`config.mk`:
```
export PLATFORM = sky130hd
export DESIGN_NAME = adc_scan_averager
export DESIGN_NICKNAME = d
export VERILOG_FILES = /design/src/rtl/adc_scan_averager.sv
export SDC_FILE = /design/constraint.sdc
export NUM_CORES = 1
export LEC_CHECK = 0
export CAP_MARGIN = 5
export CORE_ASPECT_RATIO = 1.25
export CORE_MARGIN = 2
export CORE_UTILIZATION = 45
export DETAILED_ROUTE_END_ITERATION = 10
export PLACE_DENSITY_LB_ADDON = 0.08
export SLEW_MARGIN = 10
export SYNTH_ARGS = -nofsm -noshare
export SYNTH_HDL_FRONTEND = slang
export SYNTH_SLANG_ARGS = --single-unit
```
`constraint.sdc`:
```
create_clock -name clk -period 4.6 [get_ports clk]
set_clock_uncertainty 0.15 [all_clocks]
set_input_delay 0.46 -clock clk [delete_from_list [all_inputs] [get_ports clk]]
set_output_delay 0.46 -clock clk [all_outputs]
set_load 0.01 [all_outputs]
```
`src/rtl/adc_scan_averager.sv`:
```
// Scans an ADC channel range, drops stale frames after each channel change,
// and emits one tagged average per channel. Optional macro: ADC_SCAN_ROUND_EN.
module adc_scan_averager #(
  parameter int CHAN_FIRST = 0,
  parameter int CHAN_LAST  = 7,
  parameter int LOG2_AVG   = 2,
  parameter int DISCARD    = 2
) (
  input  logic        clk,
  input  logic        reset,
  input  logic        enable,
  input  logic        adc_convst,
  input  logic [11:0] adc_result,
  output logic [2:0]  chan,
  output logic [11:0] avg_data,
  output logic [2:0]  avg_chan,
  output logic        avg_valid
);

`ifdef ADC_SCAN_ROUND_EN
  // One guard bit keeps the half-LSB add from wrapping full-scale sums.
  localparam int GUARD = 1;
  localparam int RND   = (1 << LOG2_AVG) >> 1;
`else
  localparam int GUARD = 0;
  localparam int RND   = 0;
`endif

  localparam int ACC_W = 12 + LOG2_AVG + GUARD;
  localparam int CNT_W = LOG2_AVG + 1;

  localparam logic [CNT_W-1:0] CNT_LAST =
    CNT_W'((1 << LOG2_AVG) - 1);
  localparam logic [CNT_W-1:0] CNT_ONE = CNT_W'(1);
  localparam logic [3:0] DISC_INIT = 4'(DISCARD);
  localparam logic [2:0] CH_FIRST = 3'(CHAN_FIRST);
  localparam logic [2:0] CH_LAST  = 3'(CHAN_LAST);
  localparam logic [ACC_W-1:0] RND_V = ACC_W'(RND);

  typedef enum logic [1:0] {
    SETTLE = 2'd0,
    ACCUM  = 2'd1,
    EMIT   = 2'd2
  } state_t;

  state_t           state_q, state_d;
  logic             convst_q, convst_d;
  logic [2:0]       chan_q, chan_d;
  logic [ACC_W-1:0] acc_q, acc_d;
  logic [CNT_W-1:0] cnt_q, cnt_d;
  logic [3:0]       disc_q, disc_d;
  logic [11:0]      avg_data_q, avg_data_d;
  logic [2:0]       avg_chan_q, avg_chan_d;
  logic             avg_valid_q, avg_valid_d;

  logic             fr_edge;
  logic [ACC_W-1:0] acc_in;
  logic [ACC_W-1:0] acc_rnd;
  logic [2:0]       chan_inc;

  // Frame edge, running sums and the wrapped next channel.
  always_comb begin
    convst_d = adc_convst;
    fr_edge  = adc_convst & ~convst_q;
    acc_in   = acc_q + ACC_W'(adc_result);
    acc_rnd  = acc_in + RND_V;
    if (chan_q == CH_LAST) chan_inc = CH_FIRST;
    else                   chan_inc = chan_q + 3'd1;
  end

  // Settle / accumulate / emit sequencing; outputs are latched on the
  // final accumulated edge so they are visible during the EMIT cycle.
  always_comb begin
    state_d     = state_q;
    chan_d      = chan_q;
    acc_d       = acc_q;
    cnt_d       = cnt_q;
    disc_d      = disc_q;
    avg_data_d  = avg_data_q;
    avg_chan_d  = avg_chan_q;
    avg_valid_d = 1'b0;
    if (!enable) begin
      state_d = SETTLE;
      acc_d   = '0;
      cnt_d   = '0;
      disc_d  = DISC_INIT;
    end else begin
      unique case (state_q)
        SETTLE: begin
          if (fr_edge) begin
            disc_d = disc_q - 4'd1;
            if (disc_q == 4'd1) state_d = ACCUM;
          end
        end
        ACCUM: begin
          if (fr_edge) begin
            if (cnt_q == CNT_LAST) begin
              avg_data_d  = 12'(acc_rnd >> LOG2_AVG);
              avg_chan_d  = chan_q;
              avg_valid_d = 1'b1;
              chan_d      = chan_inc;
              acc_d       = '0;
              cnt_d       = '0;
              disc_d      = DISC_INIT;
              state_d     = EMIT;
            end else begin
              acc_d = acc_in;
              cnt_d = cnt_q + CNT_ONE;
            end
          end
        end
        EMIT: begin
          state_d = SETTLE;
          if (fr_edge) begin
            disc_d = DISC_INIT - 4'd1;
            if (DISC_INIT == 4'd1) state_d = ACCUM;
          end
        end
        default: state_d = SETTLE;
      endcase
    end
  end

  // State and datapath registers with asynchronous reset.
  always_ff @(posedge clk or posedge reset) begin
    if (reset) begin
      state_q     <= SETTLE;
      convst_q    <= 1'b1;
      chan_q      <= CH_FIRST;
      acc_q       <= '0;
      cnt_q       <= '0;
      disc_q      <= DISC_INIT;
      avg_data_q  <= '0;
      avg_chan_q  <= '0;
      avg_valid_q <= 1'b0;
    end else begin
      state_q     <= state_d;
      convst_q    <= convst_d;
      chan_q      <= chan_d;
      acc_q       <= acc_d;
      cnt_q       <= cnt_d;
      disc_q      <= disc_d;
      avg_data_q  <= avg_data_d;
      avg_chan_q  <= avg_chan_d;
      avg_valid_q <= avg_valid_d;
    end
  end

  assign chan      = chan_q;
  assign avg_data  = avg_data_q;
  assign avg_chan  = avg_chan_q;
  assign avg_valid = avg_valid_q;

endmodule

```
==> run_summary.xml <==
<?xml version="1.0" encoding="UTF-8"?>
<metrics>
  <group name="clock_tree">
    <metric name="tritoncts_num_sinks" unit="">43</metric>
    <metric name="cts_max_path_buffers" unit="">2</metric>
    <metric name="numCtsBuffers" unit="">5</metric>
    <metric name="ctsHoldBuffers" unit="">0</metric>
    <metric name="cts-root-buf" unit="">clkbuf_8</metric>
    <metric name="cts.clk_slew.worst_paths" unit="ns">0.08</metric>
    <metric name="post_cts_resize_count" unit="">0</metric>
    <metric name="cts.htree.levels" unit="">2</metric>
    <metric name="post_cts_buffers" unit="">0</metric>
    <metric name="clock_tree_from_tritoncts" unit="">done</metric>
    <metric name="clkLatencyLatePin" unit="ns">0.30</metric>
  </group>
  <group name="timing">
    <metric name="worst_slew_pin_slew" unit="ns">0.544</metric>
    <metric name="rsz0062_at_grt" unit="">no</metric>
    <metric name="slew_headroom" unit="%">63.7</metric>
    <metric name="layout_min_cycle_time" unit="ns">2.62</metric>
    <metric name="layout_setup_ws" unit="ns">1.98</metric>
    <metric name="setup_tns" unit="ns">0</metric>
    <metric name="clock.fmax" unit="MHz">382</metric>
    <metric name="hold_viol" unit="">0</metric>
    <metric name="final-max-slew-violation-count" unit="">0</metric>
    <metric name="hold_ws" unit="ns">0.327</metric>
    <metric name="crit_share_post_route" unit="%">56.9</metric>
    <metric name="setup_viol_count_final" unit="">0</metric>
  </group>
  <group name="synth">
    <metric name="postSynthCellCount" unit="">244</metric>
    <metric name="synth.area.top_cells" unit="">dfrtp_1, ha_1, nand2_1, a22o_1, xnor2_1</metric>
    <metric name="mappedNetlistArea" unit="um^2">2420</metric>
    <metric name="syn_avg_cell_area" unit="um^2">9.94</metric>
    <metric name="synth_register_bits" unit="">43</metric>
    <metric name="postSynthNetCount" unit="">282</metric>
    <metric name="ys.warnings.count" unit="">0</metric>
    <metric name="synthDominantCellAreaShare" unit="%">42.3</metric>
    <metric name="synth_area_leader_cell" unit="">dfrtp_1</metric>
    <metric name="synth-seq-area-share" unit="%">44.5</metric>
    <metric name="yosysUniqueCellTypes" unit="">48</metric>
  </group>
  <group name="power">
    <metric name="ir_drop" unit="V">0.000166</metric>
    <metric name="seq_power_share" unit="%">50.1</metric>
    <metric name="totalPowerFinal" unit="uW">791</metric>
    <metric name="net-switching-power" unit="uW">190</metric>
    <metric name="sw_frac_of_total" unit="%">24.1</metric>
    <metric name="leakage_power_figure" unit="nW">1.44</metric>
    <metric name="p_clk_share" unit="%">39.3</metric>
    <metric name="combPwrFrac" unit="%">10.5</metric>
    <metric name="power.internal" unit="uW">600</metric>
    <metric name="power-per-cell-area" unit="nW/um^2">268</metric>
  </group>
  <group name="finish">
    <metric name="area_growth" unit="%">21.9</metric>
    <metric name="num-nets-final" unit="">320</metric>
    <metric name="post_route_cells_drive_above_1_share" unit="%">9.89</metric>
    <metric name="layout.cells.non_filler" unit="">345</metric>
    <metric name="postLayoutCoreUtil" unit="%">57.4</metric>
    <metric name="n_antenna_cell" unit="">0</metric>
    <metric name="final_design_area_no_fill" unit="um^2">2960</metric>
  </group>
  <group name="drt">
    <metric name="drt_wl_total" unit="um">5130</metric>
    <metric name="detail-route-antenna-nets" unit="">0</metric>
    <metric name="first_iter_violations" unit="">106</metric>
    <metric name="via_density_per_instance" unit="">5.45</metric>
    <metric name="detailroute.via_count" unit="">1881</metric>
    <metric name="avgRoutedWirePerCell" unit="um">14.9</metric>
    <metric name="first_pass_detailed_route_iteration_total" unit="">4</metric>
    <metric name="remaining_drc_errors" unit="">0</metric>
  </group>
  <group name="critical_path">
    <metric name="cp_cell_sequence" unit="">clkdlybuf4s50_1 -&gt; ha_1 -&gt; fa_1 -&gt; a21o_1 -&gt; a311o_1 -&gt; a21oi_2 -&gt; o21ai_2 -&gt; xnor2_1 -&gt; o21ai_1</metric>
    <metric name="worst_ep_required_time" unit="ns">4.63</metric>
    <metric name="critical_path.max_stage_delay" unit="ns">0.43</metric>
    <metric name="cp.arrival" unit="ns">2.65</metric>
    <metric name="path_max_fanout" unit="">3</metric>
    <metric name="critical_path.slowest_cell" unit="">fa_1</metric>
    <metric name="timing.critical_path.to_type" unit="">flop</metric>
    <metric name="crit_type" unit="">in -&gt; reg</metric>
    <metric name="worst_setup_path_start_kind" unit="">primary input</metric>
  </group>
  <group name="floorplan">
    <metric name="die_width" unit="um">69.7</metric>
    <metric name="core_area" unit="um^2">5150</metric>
    <metric name="initial_utilization" unit="%">47.1</metric>
    <metric name="pin_count" unit="">35</metric>
    <metric name="die_height" unit="um">86.1</metric>
    <metric name="row_count" unit="">29</metric>
    <metric name="floorplan.die_area" unit="um^2">6000</metric>
  </group>
  <group name="global_route">
    <metric name="pin_count_of_the_biggest_net_entering_global_routing" unit="">44</metric>
    <metric name="wire_length_of_the_first_global_routing_pass" unit="um">8870</metric>
    <metric name="initial_antenna_violation_count" unit="">0</metric>
    <metric name="grt.overflow.total" unit="">0</metric>
    <metric name="vias_in_the_first_global_route" unit="">1849</metric>
    <metric name="groute.usage.overall" unit="%">18.9</metric>
  </group>
  <group name="placed_design">
    <metric name="place_ws" unit="ns">1.64</metric>
    <metric name="post-place-cells" unit="">337</metric>
    <metric name="dpl-instance-area" unit="um^2">2840</metric>
    <metric name="gpl.final_weighted_congestion" unit="">0.791</metric>
    <metric name="hpwl" unit="um">3640</metric>
    <metric name="portBuffers" unit="">34</metric>
  </group>
  <group name="outcome">
    <metric name="run_status" unit="">finished clean</metric>
  </group>
  <group name="hold_path">
    <metric name="type_of_the_most_critical_hold_path" unit="">reg -&gt; reg</metric>
  </group>
  <group name="job">
    <metric name="cap_violations" unit="">0</metric>
  </group>
</metrics>
[state kept, by name (all words and copies together) (netlist names)]
signal	cells
avg_valid	1
convst_q	1
chan	3
avg_chan	3
acc_q	14
state_q	2
cnt_q	3
disc_q	4
avg_data	12
[power by group through the flow]
stage	combinational [mW]	sequential, mW	clock (mW)
2_1_floorplan	0.0552	0.402	0
3_3_place_gp	0.0827	0.403	0
3_5_place_dp	0.0841	0.404	0
4_1_cts	0.0845	0.397	0.321
5_1_grt	0.0950	0.398	0.338
6_report	0.0833	0.396	0.311
[layer usage]
metal | vias to the layer above | track usage [%] | wire (um)
li1 | 931 | - | -
met3 | 9 | 3.53 | 154
met1 | 913 | 24.1 | 2270
met5 | - | 0 | 0
met4 | 0 | 7.34 | 97
met2 | 28 | 32.1 | 2610
[area by class of cell]
| cell class | instances | area [um^2] |
|---|---|---|
| Tap cell | 62 | 77.6 |
| Sequential cell | 43 | 1080 |
| Inverter | 11 | 41.3 |
| Multi-Input combinational cell | 184 | 1280 |
| Clock buffer | 6 | 82.6 |
| Clock inverter | 2 | 35.0 |
| Fill cell | 498 | 2200 |
| Timing Repair Buffer | 37 | 363 |
[worst max-delay path: cells and delay by family]
family / cells / cell delay, ns
buffers and inverters: 1 / 0.41
xor gates and xnor gates: 1 / 0.15
AOI/OAI and AO/OA: 5 / 0.99
adders and majority gates: 2 / 0.65
[path summary, 6_finish.rpt]
check,startpoint,end,slack (ns),cells past startpoint
min in group asynchronous,reset,avg_valid,0.46,3
hold / removal,avg_data[3],avg_data[3],0.33,2
setup reg to reg,acc_q[0],avg_data[10],2.19,8
hold reg to reg,avg_data[3],avg_data[3],0.33,2
max in group asynchronous,reset,acc_q[9],3.47,3
setup / recovery,adc_result[0],avg_data[10],1.98,9
[layout by cell type (no fill, tap or decap), drive strengths merged, types with 2 or more instances in the layout]
master          n
nor3            4
o22ai           3
nand4           3
buf             3
dfstp           2
dfrtp          41
nand2b          3
xor2            2
clkinv          2
nand2          48
clkdlybuf4s50  34
nand3           3
a31oi           3
nor2           11
mux2            2
a21oi          17
a21o            4
mux2i           2
a22o           10
xnor2           9
nor2b           3
clkbuf          6
inv            10
ha             21
or3             4
o21ai          18
[cells by family after synthesis]
logic type                 Yosys count  share of synthesized area, %
and+or+nand+nor                     83                          16.2
AOI/OAI and AO/OA                   64                          19.0
DFF                                 43                          44.5
adders and majority gates           22                          11.7
buffers and inverters               17                          2.84
xor gates and xnor gates            11                          3.97
muxes                                4                          1.91
[synth_stat cells (all sizes together)]
cell type / n
nand2: 48
dfrtp: 41
ha: 21
o21ai: 18
a21oi: 17
inv: 11
nor2: 11
a22o: 10
xnor2: 9
a21o: 4
buf: 4
nor3: 4
or3: 4
a31oi: 3
nand2b: 3
nand3: 3
nand4: 3
nor2b: 3
o22ai: 3
clkbuf: 2
dfstp: 2
mux2: 2
mux2i: 2
xor2: 2
a2111oi: 1
a211oi: 1
a22oi: 1
a311o: 1
a311oi: 1
and2b: 1
fa: 1
nand3b: 1
o211a: 1
o211ai: 1
o21bai: 1
o221a: 1
or3b: 1
or4b: 1
Power figures use the tool's default switching activity.
